**config.mk**
```make
export PLATFORM = sky130hd
export DESIGN_NAME = encoder8x3_rr_flat
export DESIGN_NICKNAME = d
export VERILOG_FILES = /design/src/rtl/encoder8x3_rr_if.sv /design/src/rtl/encoder8x3_rr.sv /design/src/flat_wrapper.sv
export SDC_FILE = /design/constraint.sdc
export NUM_CORES = 1
export LEC_CHECK = 0
export BUFFER_PORTS_ARGS = -buffer_cell sky130_fd_sc_hd__buf_2
export CAP_MARGIN = 20
export CORE_AREA = 2 2 57 59
export CTS_CLUSTER_DIAMETER = 200
export CTS_CLUSTER_SIZE = 10
export DETAILED_ROUTE_END_ITERATION = 10
export DIE_AREA = 0 0 59 61
export PLACE_DENSITY = 0.78
export SLEW_MARGIN = 20
export SYNTH_ARGS = -nofsm -noshare
export SYNTH_HDL_FRONTEND = slang
export SYNTH_SLANG_ARGS = --single-unit
```
**constraint.sdc**
```tcl
create_clock -name clk -period 4.22 [get_ports clk]
set_input_delay 0.211 -clock clk [delete_from_list [all_inputs] [get_ports clk]]
set_output_delay 0.211 -clock clk [all_outputs]
set_load 0.02 [all_outputs]
```
**src/rtl/encoder8x3_rr_if.sv**
```systemverilog
// Request/offer bundle between the 8-to-3 request encoder and its surroundings.
// master: the encoder, which offers indices. slave: the request sources and consumer.
interface encoder8x3_rr_if;
  logic [7:0] in;         // request lines
  logic       out_ready;  // consumer accepts the offered index
  logic [2:0] out;        // offered index
  logic       out_valid;  // an index is on offer
  logic [7:0] pend;       // sticky pending flags
  logic       multi;      // more than one flag pending

  modport master (
    input  in, out_ready,
    output out, out_valid, pend, multi
  );

  modport slave (
    output in, out_ready,
    input  out, out_valid, pend, multi
  );
endinterface

```
**src/rtl/encoder8x3_rr.sv**
```systemverilog
// Sequential 8-to-3 request encoder. Requests are collected into sticky
// pending flags and offered one binary index at a time over a valid/ready
// handshake. RR=1 selects round-robin from a rotating pointer, RR=0 selects
// fixed priority (lowest index wins). All outputs come straight from flops.
module encoder8x3_rr #(
  parameter bit RR = 1'b1
) (
  input  logic            clk,
  input  logic            rst,
  encoder8x3_rr_if.master bus
);

  typedef enum logic {
    IDLE  = 1'b0,
    OFFER = 1'b1
  } state_t;

  state_t     state_q;
  logic [7:0] pend_q;
  logic [7:0] pend_d;
  logic [7:0] clr;
  logic [2:0] out_q;
  logic [2:0] ptr_q;
  logic [2:0] ptr_d;
  logic       multi_q;
  logic       fire;

  // First set bit of v, scanning upward from ptr with modulo-8 wrap.
  // With ptr fixed at 0 this is plain lowest-index priority.
  function automatic logic [2:0] sel(input logic [7:0] v, input logic [2:0] ptr);
    logic [2:0] idx;
    logic       found;
    sel   = 3'd0;
    found = 1'b0;
    for (int i = 0; i < 8; i++) begin
      idx = ptr + 3'(i);
      if (!found && v[idx]) begin
        sel   = idx;
        found = 1'b1;
      end
    end
  endfunction

  // A transfer happens on any edge where an index is offered and accepted.
  assign fire = (state_q == OFFER) && bus.out_ready;

  // Next pending flags and next pointer; a new request wins over a same-cycle pop.
  always_comb begin
    // NOTE: every always_comb output gets a default first so no path leaves it unassigned (no latch).
    clr   = 8'h00;
    ptr_d = ptr_q;
    if (fire) begin
      clr = 8'h01 << out_q;
      if (RR) ptr_d = out_q + 3'd1;
    end
    pend_d = (pend_q & ~clr) | bus.in;
  end

  // Offer FSM with registered index, pending flags, pointer and multi flag.
  always_ff @(posedge clk) begin
    // NOTE: sequential state uses non-blocking assignments so every flop samples pre-edge values.
    if (rst) begin
      state_q <= IDLE;
      pend_q  <= 8'h00;
      out_q   <= 3'd0;
      ptr_q   <= 3'd0;
      multi_q <= 1'b0;
    end else begin
      pend_q  <= pend_d;
      ptr_q   <= ptr_d;
      // multi tracks the pend register, so it is derived from the value pend_q takes now.
      multi_q <= |(pend_d & (pend_d - 8'd1));
      case (state_q)
        IDLE: begin
          if (pend_d != 8'h00) begin
            out_q   <= sel(pend_d, ptr_d);
            state_q <= OFFER;
          end
        end
        OFFER: begin
          // Without out_ready the offer is frozen, even against higher-priority arrivals.
          if (bus.out_ready) begin
            if (pend_d != 8'h00) begin
              out_q <= sel(pend_d, ptr_d);
            end else begin
              state_q <= IDLE;
            end
          end
        end
        default: state_q <= IDLE;
      endcase
    end
  end

  assign bus.out       = out_q;
  assign bus.out_valid = (state_q == OFFER);
  assign bus.pend      = pend_q;
  assign bus.multi     = multi_q;

endmodule

```
**src/flat_wrapper.sv**
```systemverilog
// flat-port wrapper written by rule: the top's interface ports become plain ports
module encoder8x3_rr_flat 
#(
  parameter bit RR = 1'b1
)
  (clk, rst, bus_in, bus_out_ready, bus_out, bus_out_valid, bus_pend, bus_multi);
  encoder8x3_rr_if bus_i ();
  input  logic clk;
  input  logic rst;
  input wire logic [$bits(bus_i.in)-1:0] bus_in;
  input wire logic [$bits(bus_i.out_ready)-1:0] bus_out_ready;
  output wire logic [$bits(bus_i.out)-1:0] bus_out;
  output wire logic [$bits(bus_i.out_valid)-1:0] bus_out_valid;
  output wire logic [$bits(bus_i.pend)-1:0] bus_pend;
  output wire logic [$bits(bus_i.multi)-1:0] bus_multi;
  assign bus_i.in = bus_in;
  assign bus_i.out_ready = bus_out_ready;
  assign bus_out = bus_i.out;
  assign bus_out_valid = bus_i.out_valid;
  assign bus_pend = bus_i.pend;
  assign bus_multi = bus_i.multi;
  encoder8x3_rr #(.RR(RR)) u_core (.clk(clk), .rst(rst), .bus(bus_i));
endmodule
```
== Word-level counts from Yosys, hierarchy flattened ==
Cells that the tools add are included.
Word-level totals
  register bits after elaboration: 16
  word-level logic and storage cells: 164
Operators by class
  add/subtract/negate cells: 9
  $lt $le $gt $ge: 8
  equal/unequal tests: 3
  shifts and indexed selects: 1
  multiplexer cells: 101
  bitwise logic cells: 5
  reduce and logical (&&, ||, !) cells: 32
Operator list (count)
  $mux W1: 71
  $mux W3: 19
  $lt A3 B4 Y1 const B: 8
  $bmux W1 S3: 8
  $and A8 B8 Y8: 2
  $logic_and A1 B1 Y1: 15
  $logic_not A1 Y1: 14
  $add A3 B3 Y3 const B: 4
  $mux W8: 1
  $not A8 Y8: 1
  $or A8 B8 Y8: 1
  $reduce_bool A8 Y1: 1
  $reduce_or A8 Y1: 1
  $shl A1 B3 Y8 const A: 1
  $sub A8 B1 Y8 const B: 1
  $add A3 B1 Y3 const B: 2
  $add A3 B2 Y3 const B: 2
  $pmux W3 S2: 1
  $ne A2 B2 Y1 const B: 2
  $reduce_and A3 Y1: 1
  $ne A2 B1 Y1 const B: 1
  $pmux W1 S2: 1
  $not A1 Y1: 1

== Logic depth before layout (Yosys ltp) ==
Gate-level depths: netlist of run 1.
  depth in word-level cells: 60
  depth in mapped cells: 14
  mapped depth without buffers: 13

== Worst setup path after synthesis of run 1 ==
No wires, ideal clock.
  path type: reg-to-reg
  start point: register u_core.out_q[0], in the netlist u_core.bus.out[0]
  end point: register u_core.out_q[1], in the netlist u_core.bus.out[1]
  data arrival time: 3.421 ns
  data required time: 4.068 ns
  slack: 0.647 ns
  cell stages (with the launch flop): 13
  buffers on the path: 1
  cells stage by stage: dfxtp_1 -> and3b_1 -> nor2_2 -> buf_2 -> inv_1 -> ha_1 -> inv_1 -> mux4_2 -> a221oi_2 -> nor2_1 -> o2bb2ai_1 -> a2111oi_2 -> a2111oi_2
Between the ends
  elaborated cells between the ends (all ways): 142
  those cells by class: 8 x add/sub; 2 x eq/ne; 1 x shift; 98 x mux; 3 x bitwise; 30 x reduce/logical
RTL lines
  start: declaration: line encoder8x3_rr.sv:22  | logic [2:0] out_q;
  start signal: assignment: line encoder8x3_rr.sv:76  | out_q <= sel(pend_d, ptr_d);
  start signal: assignment: line encoder8x3_rr.sv:84  | out_q <= sel(pend_d, ptr_d);
  $add A3 B1 Y3 (*): line encoder8x3_rr.sv:54  | if (RR) ptr_d = out_q + 3'd1;
  $mux W3 (*): line encoder8x3_rr.sv:52  | if (fire) begin
  via u_core.ptr_d[0]: line encoder8x3_rr.sv:24  | logic [2:0] ptr_d;
  $bmux W1 S3: line encoder8x3_rr.sv:37  | if (!found && v[idx]) begin
  $mux W1 (not written as such): line encoder8x3_rr.sv:37
  $mux W1: line encoder8x3_rr.sv:37
  $mux W1: line encoder8x3_rr.sv:75, encoder8x3_rr.sv:83
  $mux W1: line encoder8x3_rr.sv:82  | if (bus.out_ready) begin
  [... 42 more ...]
  $mux W1: line encoder8x3_rr.sv:73  | case (state_q)
  $mux W1: line encoder8x3_rr.sv:62  | if (rst) begin
  $logic_not A1 Y1: line encoder8x3_rr.sv:37
  $logic_and A1 B1 Y1: line encoder8x3_rr.sv:37
  $mux W3: line encoder8x3_rr.sv:37
  $mux W3: line encoder8x3_rr.sv:83  | if (pend_d != 8'h00) begin
  $mux W3: line encoder8x3_rr.sv:82
  $pmux W3 S2 (*): line encoder8x3_rr.sv:73
Mark *: on every way through the listed nets, which the timed path passes. The rest lies on a longest branch. The select of a mux whose other input is x is not followed.
A chain may end at the register's enable or synchronous reset.

== Worst setup path in the final report of run 1 ==
  start point: register u_core.state_q, in the netlist u_core.bus.out_valid
  end point: register u_core.out_q[1], in the netlist u_core.bus.out[1]
Between the ends
  elaborated cells between the ends (all ways): 143
  those cells by class: 7 x add/sub; 3 x eq/ne; 98 x mux; 4 x bitwise; 31 x reduce/logical
RTL lines
  start: declaration: line encoder8x3_rr.sv:18  | state_t state_q;
  start signal: assignment: line encoder8x3_rr.sv:63  | state_q <= IDLE;
  start signal: assignment: line encoder8x3_rr.sv:77  | state_q <= OFFER;
  start signal: assignment: line encoder8x3_rr.sv:86  | state_q <= IDLE;
  $logic_and A1 B1 Y1 (*): line encoder8x3_rr.sv:45  | assign fire = (state_q == OFFER) && bus.out_ready;
  $mux W3 (*): line encoder8x3_rr.sv:52
  via u_core.ptr_d[1]: line encoder8x3_rr.sv:24
  $bmux W1 S3: line encoder8x3_rr.sv:37
  $mux W1 (not written as such): line encoder8x3_rr.sv:37
  $mux W1: line encoder8x3_rr.sv:37
  $mux W1: line encoder8x3_rr.sv:75, encoder8x3_rr.sv:83
  $mux W1: line encoder8x3_rr.sv:82
  [... 42 more ...]
  $mux W1: line encoder8x3_rr.sv:73
  $mux W1: line encoder8x3_rr.sv:62
  $logic_not A1 Y1: line encoder8x3_rr.sv:37
  $logic_and A1 B1 Y1: line encoder8x3_rr.sv:37
  $mux W3: line encoder8x3_rr.sv:37
  $mux W3: line encoder8x3_rr.sv:83
  $mux W3: line encoder8x3_rr.sv:82
  $pmux W3 S2 (*): line encoder8x3_rr.sv:73
Marked as above.

==> impl_metrics.prom, run 1 <==
# TYPE chip_impl_metric gauge
chip_impl_metric{name="core-area",unit="sq mm"} 0.00295
chip_impl_metric{name="multi_input_area",unit="sq mm"} 0.00125
chip_impl_metric{name="synth-seq-area-share",unit="%"} 19.3
chip_impl_metric{name="yosys_synthesis_warning_count",unit=""} 0
chip_impl_info{name="setup.worst_path.class",value="reg -> reg"} 1
chip_impl_metric{name="dr_total_vias",unit=""} 1636
chip_impl_info{name="critPathLaunchType",value="flop"} 1
chip_impl_metric{name="post_synth_num_cell_types",unit=""} 64
chip_impl_metric{name="drt_first_pass_iters",unit=""} 4
chip_impl_metric{name="synth_enable_flop_cells",unit=""} 0
chip_impl_metric{name="cts_max_level",unit=""} 1
chip_impl_metric{name="post_cts_buffers",unit=""} 0
chip_impl_info{name="rr_startpoint",value="u_core.bus.out_valid"} 1
chip_impl_metric{name="critical_path.max_fanout",unit=""} 21
chip_impl_metric{name="vdd.ir_drop.worst",unit="mV"} 0.212
chip_impl_metric{name="synthArstFlopShare",unit="%"} 0
chip_impl_metric{name="proportion_of_power_drawn_by_combinational_gates",unit="%"} 67.5
chip_impl_info{name="tritoncts",value="yes"} 1
chip_impl_metric{name="postSynthRegisterBits",unit=""} 16
chip_impl_metric{name="cts_resized",unit=""} 0
chip_impl_metric{name="final_util",unit="%"} 61.3
chip_impl_metric{name="die_width",unit="microns"} 59
chip_impl_metric{name="num_antenna_cells",unit=""} 0
chip_impl_metric{name="final-seq-area",unit="sq um"} 320
chip_impl_metric{name="std_cell_rows",unit=""} 20
chip_impl_metric{name="sequentialPowerShare",unit="%"} 21.1
chip_impl_metric{name="clock_transition_time_at_the_flip_flop_clock_pins_of_the_worst_setup_and_hold_paths",unit="ps"} 100
chip_impl_metric{name="nFillCells",unit=""} 266
chip_impl_metric{name="timing.critical_path.required",unit="ps"} 4380
chip_impl_metric{name="number_of_failing_hold_endpoints_at_the_final_stage",unit=""} 0
chip_impl_metric{name="floorplan.io_pins",unit=""} 24
chip_impl_metric{name="p_int",unit="uW"} 458
chip_impl_metric{name="grt_start_max_net_pins",unit=""} 22
chip_impl_metric{name="grtUsageTotal",unit="%"} 26.9
chip_impl_metric{name="cap_violations",unit=""} 0
chip_impl_metric{name="gr-total-overflow",unit=""} 0
chip_impl_metric{name="timing_max_transition_violations_final",unit=""} 0
chip_impl_metric{name="hpwlAfterDp",unit="microns"} 3500
chip_impl_info{name="synth_flop_cell",value="dfxtp_1"} 1
chip_impl_metric{name="setup_violations",unit=""} 0
chip_impl_metric{name="numClockSinks",unit=""} 16
chip_impl_metric{name="powerDensity",unit="mW/mm^2"} 508
chip_impl_metric{name="share_clk_of_total_power",unit="%"} 11.4
chip_impl_metric{name="layout-drive-gt1-share",unit="%"} 30.3
chip_impl_metric{name="detail-route-antenna-nets",unit=""} 0
chip_impl_metric{name="timing.setup.tns",unit="ps"} 0
chip_impl_metric{name="switching_share",unit="%"} 50.2
chip_impl_info{name="status",value="complete, no violations"} 1
chip_impl_metric{name="die_area",unit="sq mm"} 0.00360
chip_impl_metric{name="gp_congestion",unit=""} 1.01
chip_impl_info{name="cts.root.buffer_cell",value="clkbuf_4"} 1
chip_impl_metric{name="cts_buffers",unit=""} 3
chip_impl_metric{name="slew_headroom",unit="%"} 46.8
chip_impl_metric{name="power.switching",unit="uW"} 461
chip_impl_metric{name="postSynthCellCount",unit=""} 186
chip_impl_metric{name="static-leakage-power",unit="uW"} 0.000717
chip_impl_metric{name="clock-skew-final",unit="ps"} 11.7
chip_impl_metric{name="wirelength",unit="microns"} 4540
chip_impl_metric{name="hold_buffers_post_cts",unit=""} 0
chip_impl_info{name="cp-end-kind",value="flop"} 1
chip_impl_metric{name="port-buffer-count",unit=""} 23
chip_impl_info{name="timing.hold.worst.start",value="bus_in[2]"} 1
chip_impl_info{name="path_category_of_the_worst_min_delay_check",value="in -> reg"} 1
chip_impl_metric{name="clk_latency_worst_skew_pair",unit="ps"} 300
chip_impl_metric{name="drc_errors",unit=""} 0
chip_impl_metric{name="avgSynthCellArea",unit="sq um"} 8.93
chip_impl_metric{name="period_share",unit="%"} 90.2
chip_impl_metric{name="detailedRoute.firstIterationViolations",unit=""} 127
chip_impl_metric{name="design.final.nets",unit=""} 228
chip_impl_metric{name="fin_crit_period",unit="ps"} 3810
chip_impl_metric{name="grt_first_pass_wirelength",unit="microns"} 7260
chip_impl_metric{name="area_growth_syn_to_layout",unit="%"} 8.96
chip_impl_metric{name="initial_core_util",unit="%"} 56.3
chip_impl_metric{name="post_layout_power",unit="uW"} 919
chip_impl_metric{name="syn_area",unit="sq mm"} 0.00166
chip_impl_metric{name="syn-num-nets",unit=""} 205
chip_impl_metric{name="antenna_found_initial",unit=""} 0
chip_impl_metric{name="tightest_slew",unit="ps"} 795
chip_impl_metric{name="clockBufferDepth",unit=""} 2
chip_impl_metric{name="die_height",unit="microns"} 61
chip_impl_info{name="grt_setup_unrepaired",value="no"} 1
chip_impl_metric{name="vias_per_cell",unit=""} 6.79
chip_impl_metric{name="max_clock_freq",unit="MHz"} 263
chip_impl_metric{name="crit_arrival",unit="ps"} 3970
chip_impl_metric{name="first_global_vias",unit=""} 1540
chip_impl_info{name="critPathLaunch",value="u_core.bus.out_valid"} 1
chip_impl_metric{name="wl_per_cell",unit="microns"} 18.9
[placed cells by master, fill, tap and decap left out, types with 3 or more instances in the layout]
| cell | synthesis | layout |
|---|---|---|
| nor2_1 | 26 | 26 |
| buf_2 | 2 | 23 |
| dfxtp_1 | 16 | 16 |
| a21oi_1 | 12 | 12 |
| inv_1 | 8 | 8 |
| ha_1 | 8 | 8 |
| mux2i_1 | 6 | 6 |
| nand4_1 | 5 | 5 |
| a21oi_2 | 5 | 5 |
| o22ai_1 | 5 | 5 |
| nand2_1 | 5 | 5 |
| mux4_2 | 4 | 4 |
| o21ai_0 | 4 | 4 |
| nand4b_1 | 3 | 3 |
| nand3_1 | 3 | 3 |
| a31oi_1 | 3 | 3 |
| a21boi_0 | 3 | 3 |
| a221oi_2 | 3 | 3 |
| o211ai_1 | 3 | 3 |
| a211oi_1 | 3 | 3 |
| xnor2_1 | 3 | 3 |
| a2111oi_2 | 3 | 3 |
| clkbuf_4 | 0 | 3 |
[power by group through the flow]
stage,Sequential (uW),Combinational (uW),Clock [uW]
after floorplan,211,458,0
after global placement,195,582,0
after detailed placement,197,604,0
after CTS,194,607,105
after global routing,196,667,112
final,194,621,104
[layout make-up]
type                    instances  share of cell area, %
flip-flops and latches         16                   17.7
inverters                       9                   1.87
clock buffers                   4                   2.00
well taps                      33                   2.28
repair buffers                 25                   7.19
multi-input cells             154                   69.0
[cells in the mapped netlist, types with 3 or more instances]
| library cell | count | area, sq um |
|---|---|---|
| a21oi_1 | 12 | 60.1 |
| nand4b_1 | 3 | 26.3 |
| o211ai_1 | 3 | 22.5 |
| a221oi_2 | 3 | 45.0 |
| a31oi_1 | 3 | 18.8 |
| o22ai_1 | 5 | 31.3 |
| nand2_1 | 5 | 18.8 |
| a211oi_1 | 3 | 22.5 |
| buf_6 | 4 | 45.0 |
| a2111oi_2 | 3 | 45.0 |
| o21ai_0 | 4 | 20.0 |
| inv_1 | 8 | 30.0 |
| xnor2_1 | 3 | 26.3 |
| mux2i_1 | 6 | 60.1 |
| a21boi_0 | 3 | 22.5 |
| nand3_1 | 3 | 15.0 |
| ha_1 | 8 | 100 |
| nor2_1 | 26 | 97.6 |
| mux4_2 | 4 | 90.1 |
| dfxtp_1 | 16 | 320 |
| nand4_1 | 5 | 31.3 |
| a21oi_2 | 5 | 43.8 |
[state kept, by name, indices dropped and copies added, names as in the netlist]
register,flops
u_core.bus.multi,1
u_core.bus.out,3
u_core.bus.out_valid,1
u_core.bus.pend,8
u_core.ptr_q,3
[routing by layer]
layer	share of wire (%)	wire (microns)	vias to the layer above	global-route usage, %
met5	0	0	-	0
li1	-	-	769	-
met2	48	2190	84	43.3
met4	4.9	223	0	20.5
met3	6.3	285	19	1.92
met1	41	1850	764	33.7
[through the flow]
step | instances | hold WS, ps | area (sq um) | setup slack (ps)
floorplan | 186 | 280 | 1660 | 647
global placement | 237 | 462 | 1770 | 652
detailed placement | 237 | 467 | 1770 | 501
CTS | 241 | 163 | 1810 | 487
global route | 241 | 188 | 1810 | 175
finish | 241 | 168 | 1810 | 411
[critical path, stage by stage (launching register included)]
cell and delay [ps]:
dfxtp_1 780, a21bo_2 280, nand2_2 140, ha_1 400
inv_1 170, mux4_2 610, mux2i_1 240, o32ai_2 150
o32ai_1 230, o2bb2ai_1 160, a2111oi_2 430, a2111oi_2 80
[path summary, 6_finish.rpt]
kind	cells past startpoint	slack, ps	end
worst min register to register	2	550	u_core.bus.pend[2]
worst min-delay path	3	170	u_core.bus.pend[2]
worst max register to register	11	410	u_core.bus.out[1]
worst max-delay path	11	410	u_core.bus.out[1]
[cells by family after synthesis]
family,synth area share [%]
AO/OA/AOI/OAI,35.5
XOR/XNOR,2.56
adder cells (fa/ha/maj),6.63
buffers and inverters,5.57
flip-flops,19.3
multiplexers,9.71
AND/OR/NAND/NOR,20.8
Note: power is estimated with default switching activity, not from simulation.
==> run 2: changes to the inputs <==
--- a/config.mk
+++ b/config.mk
@@ -7,12 +7,12 @@
 export LEC_CHECK = 0
 export BUFFER_PORTS_ARGS = -buffer_cell sky130_fd_sc_hd__buf_2
 export CAP_MARGIN = 20
-export CORE_AREA = 2 2 57 59
+export CORE_AREA = 2 2 60 62
 export CTS_CLUSTER_DIAMETER = 200
 export CTS_CLUSTER_SIZE = 10
 export DETAILED_ROUTE_END_ITERATION = 10
-export DIE_AREA = 0 0 59 61
-export PLACE_DENSITY = 0.78
+export DIE_AREA = 0 0 62 64
+export PLACE_DENSITY = 0.74
 export SLEW_MARGIN = 20
 export SYNTH_ARGS = -nofsm -noshare
 export SYNTH_HDL_FRONTEND = slang
==> constraint.sdc (replaced) <==
create_clock -name clk -period 3.2 [get_ports clk]
set_input_delay 0.16 -clock clk [delete_from_list [all_inputs] [get_ports clk]]
set_output_delay 0.16 -clock clk [all_outputs]
set_load 0.02 [all_outputs]
==> run 2 against run 1 <==
Effect of this change:
- clock skew shrank 11 ps
- critical path depth rose by 2
- power is 70% higher
- register-to-register slack lost 310 ps
- combinational power rose by 88%
- utilization increased by 7.5 points
- critical path type unchanged
==> impl_metrics.prom, run 2 (synthesis results as in run 1) <==
# TYPE chip_impl_metric gauge
chip_impl_metric{name="gr-total-overflow",unit=""} 0
chip_impl_metric{name="die_height",unit="microns"} 64
chip_impl_info{name="path_cells",value="and3b_1, nor2_4, inv_1, ha_4, inv_2, buf_4, mux4_2, buf_4, mux2_4, mux2i_1, a21oi_2, a2111oi_4, a2111oi_2"} 1
chip_impl_info{name="tritoncts",value="yes"} 1
chip_impl_metric{name="grt_first_pass_wirelength",unit="microns"} 7680
chip_impl_metric{name="vdd.ir_drop.worst",unit="mV"} 0.321
chip_impl_metric{name="cts_max_level",unit=""} 1
chip_impl_metric{name="max_clock_freq",unit="MHz"} 322
chip_impl_metric{name="clk_latency_worst_skew_pair",unit="ps"} 280
chip_impl_metric{name="hpwlAfterDp",unit="microns"} 3770
chip_impl_metric{name="floorplan.io_pins",unit=""} 24
chip_impl_info{name="cpLargestDelayFamily",value="multiplexers"} 1
chip_impl_metric{name="port-buffer-count",unit=""} 23
chip_impl_metric{name="std_cell_rows",unit=""} 21
chip_impl_metric{name="numClockSinks",unit=""} 16
chip_impl_metric{name="gp_congestion",unit=""} 0.932
chip_impl_metric{name="clockBufferDepth",unit=""} 2
chip_impl_metric{name="design.final.nets",unit=""} 258
chip_impl_metric{name="setup_violations",unit=""} 0
chip_impl_metric{name="grt_start_max_net_pins",unit=""} 17
chip_impl_metric{name="place.detailed.instances",unit=""} 269
chip_impl_metric{name="detailedRoute.firstIterationViolations",unit=""} 171
chip_impl_info{name="status",value="complete, no violations"} 1
chip_impl_info{name="grt_setup_unrepaired",value="yes"} 1
chip_impl_metric{name="vias_per_cell",unit=""} 6.27
chip_impl_metric{name="critPathMaxStageDelay",unit="ps"} 420
chip_impl_metric{name="core-area",unit="sq mm"} 0.00328
chip_impl_info{name="path_category_of_the_worst_min_delay_check",value="in -> reg"} 1
chip_impl_metric{name="final_util",unit="%"} 68.8
chip_impl_metric{name="number_of_failing_hold_endpoints_at_the_final_stage",unit=""} 0
chip_impl_metric{name="clock-skew-final",unit="ps"} 0.843
chip_impl_metric{name="slew_headroom",unit="%"} 51.0
chip_impl_metric{name="drt_first_pass_iters",unit=""} 4
chip_impl_info{name="cts.root.buffer_cell",value="clkbuf_4"} 1
chip_impl_info{name="cp_most_frequent_cell",value="buf_4"} 1
chip_impl_metric{name="initial_core_util",unit="%"} 50.6
chip_impl_metric{name="grtUsageTotal",unit="%"} 25.2
chip_impl_info{name="layout_common_cells",value="buf_4, nor2_1, buf_2"} 1
chip_impl_info{name="cp-end-kind",value="flop"} 1
chip_impl_metric{name="cts_buffers",unit=""} 3
chip_impl_metric{name="cap_violations",unit=""} 0
chip_impl_info{name="most_common_cell_after_layout_fill_and_taps_aside",value="buf_4"} 1
chip_impl_metric{name="tightest_slew",unit="ps"} 728
chip_impl_metric{name="timing_max_transition_violations_final",unit=""} 0
chip_impl_metric{name="area_growth_syn_to_layout",unit="%"} 36.1
chip_impl_metric{name="drc_errors",unit=""} 0
chip_impl_info{name="critPathLaunchType",value="flop"} 1
chip_impl_metric{name="period_share",unit="%"} 97.0
chip_impl_metric{name="static-leakage-power",unit="uW"} 0.000897
chip_impl_metric{name="fin_crit_period",unit="ps"} 3100
chip_impl_metric{name="crit_arrival",unit="ps"} 3250
chip_impl_info{name="setup.worst_path.class",value="reg -> reg"} 1
chip_impl_metric{name="die_area",unit="sq mm"} 0.00397
chip_impl_metric{name="largest_register_ff_count",unit=""} 8
chip_impl_metric{name="powerDensity",unit="mW/mm^2"} 692
chip_impl_metric{name="layout-drive-gt1-share",unit="%"} 47.1
chip_impl_metric{name="instances_no_fill",unit=""} 284
chip_impl_metric{name="antenna_found_initial",unit=""} 0
chip_impl_info{name="max_stage_delay_cell_worst_path",value="mux4_2"} 1
chip_impl_metric{name="clock_transition_time_at_the_flip_flop_clock_pins_of_the_worst_setup_and_hold_paths",unit="ps"} 90
chip_impl_metric{name="wl_per_cell",unit="microns"} 17.9
chip_impl_metric{name="detail-route-antenna-nets",unit=""} 0
chip_impl_metric{name="num_antenna_cells",unit=""} 0
chip_impl_metric{name="hold_buffers_post_cts",unit=""} 0
chip_impl_metric{name="worst-path-buf-inv",unit=""} 4
chip_impl_metric{name="critical_path.max_fanout",unit=""} 8
chip_impl_metric{name="die_width",unit="microns"} 62
chip_impl_metric{name="first_global_vias",unit=""} 1594
chip_impl_metric{name="timing.critical_path.required",unit="ps"} 3340
chip_impl_metric{name="wirelength",unit="microns"} 5080
chip_impl_metric{name="dr_total_vias",unit=""} 1782
-- run 2: area by class of cell --
cell class | count | area, sq um
Multi-Input combinational cell | 154 | 1430
Inverter | 9 | 38.8
Sequential cell | 16 | 330
Clock buffer | 4 | 36.3
Timing Repair Buffer | 55 | 367
Tap cell | 46 | 57.6
Fill cell | 250 | 1020
-- run 2: worst paths after layout --
path | slack (ps) | start | depth (start not counted) | end
setup / recovery | 100 | u_core.bus.out[0] | 13 | u_core.bus.out[1]
hold / removal | 120 | bus_in[3] | 3 | u_core.bus.pend[3]
setup reg to reg | 100 | u_core.bus.out[0] | 13 | u_core.bus.out[1]
hold reg to reg | 550 | u_core.bus.out[0] | 2 | u_core.bus.out[0]
-- run 2: stage by stage --
stage	hold slack, ps	setup WS, ps	instance area, sq um	total power, uW	TNS [ps]
2_1_floorplan	220	26.3	1720	931	0
3_3_place_gp	390	153	1990	1170	0
3_5_place_dp	398	-7.26	1990	1200	-7.26
4_1_cts	101	11.0	2050	1350	0
5_1_grt	133	-25.4	2260	1650	-25.4
6_report	122	97.6	2260	1570	0
-- run 2: per-layer routing --
| metal | vias up | track usage (%) | wire, microns |
|---|---|---|---|
| li1 | 835 | - | - |
| met1 | 865 | 34.3 | 2180 |
| met2 | 78 | 41.1 | 2560 |
| met3 | 4 | 4.05 | 293 |
| met4 | 0 | 5.32 | 42 |
| met5 | - | 0 | 0 |
-- run 2: power breakdown --
part | internal [uW] | leakage, uW | switching, uW
clock network | 69.2 | 0.0000210 | 63.9
logic | 544 | 0.000741 | 622
registers | 232 | 0.000135 | 34.2
-- run 2: what timing repair did --
action / 4_1_cts / 5_1_grt
endpoints found under the setup margin: 1 / 3
setup buffers: 3 / 8
gates resized for setup: 1 / 28
pin swaps: 1 / 16
-- run 2: tightest hold or removal path, cell delays in order --
cell and delay (ps):
buf_2 100, a21oi_4 40, nor2_1 70
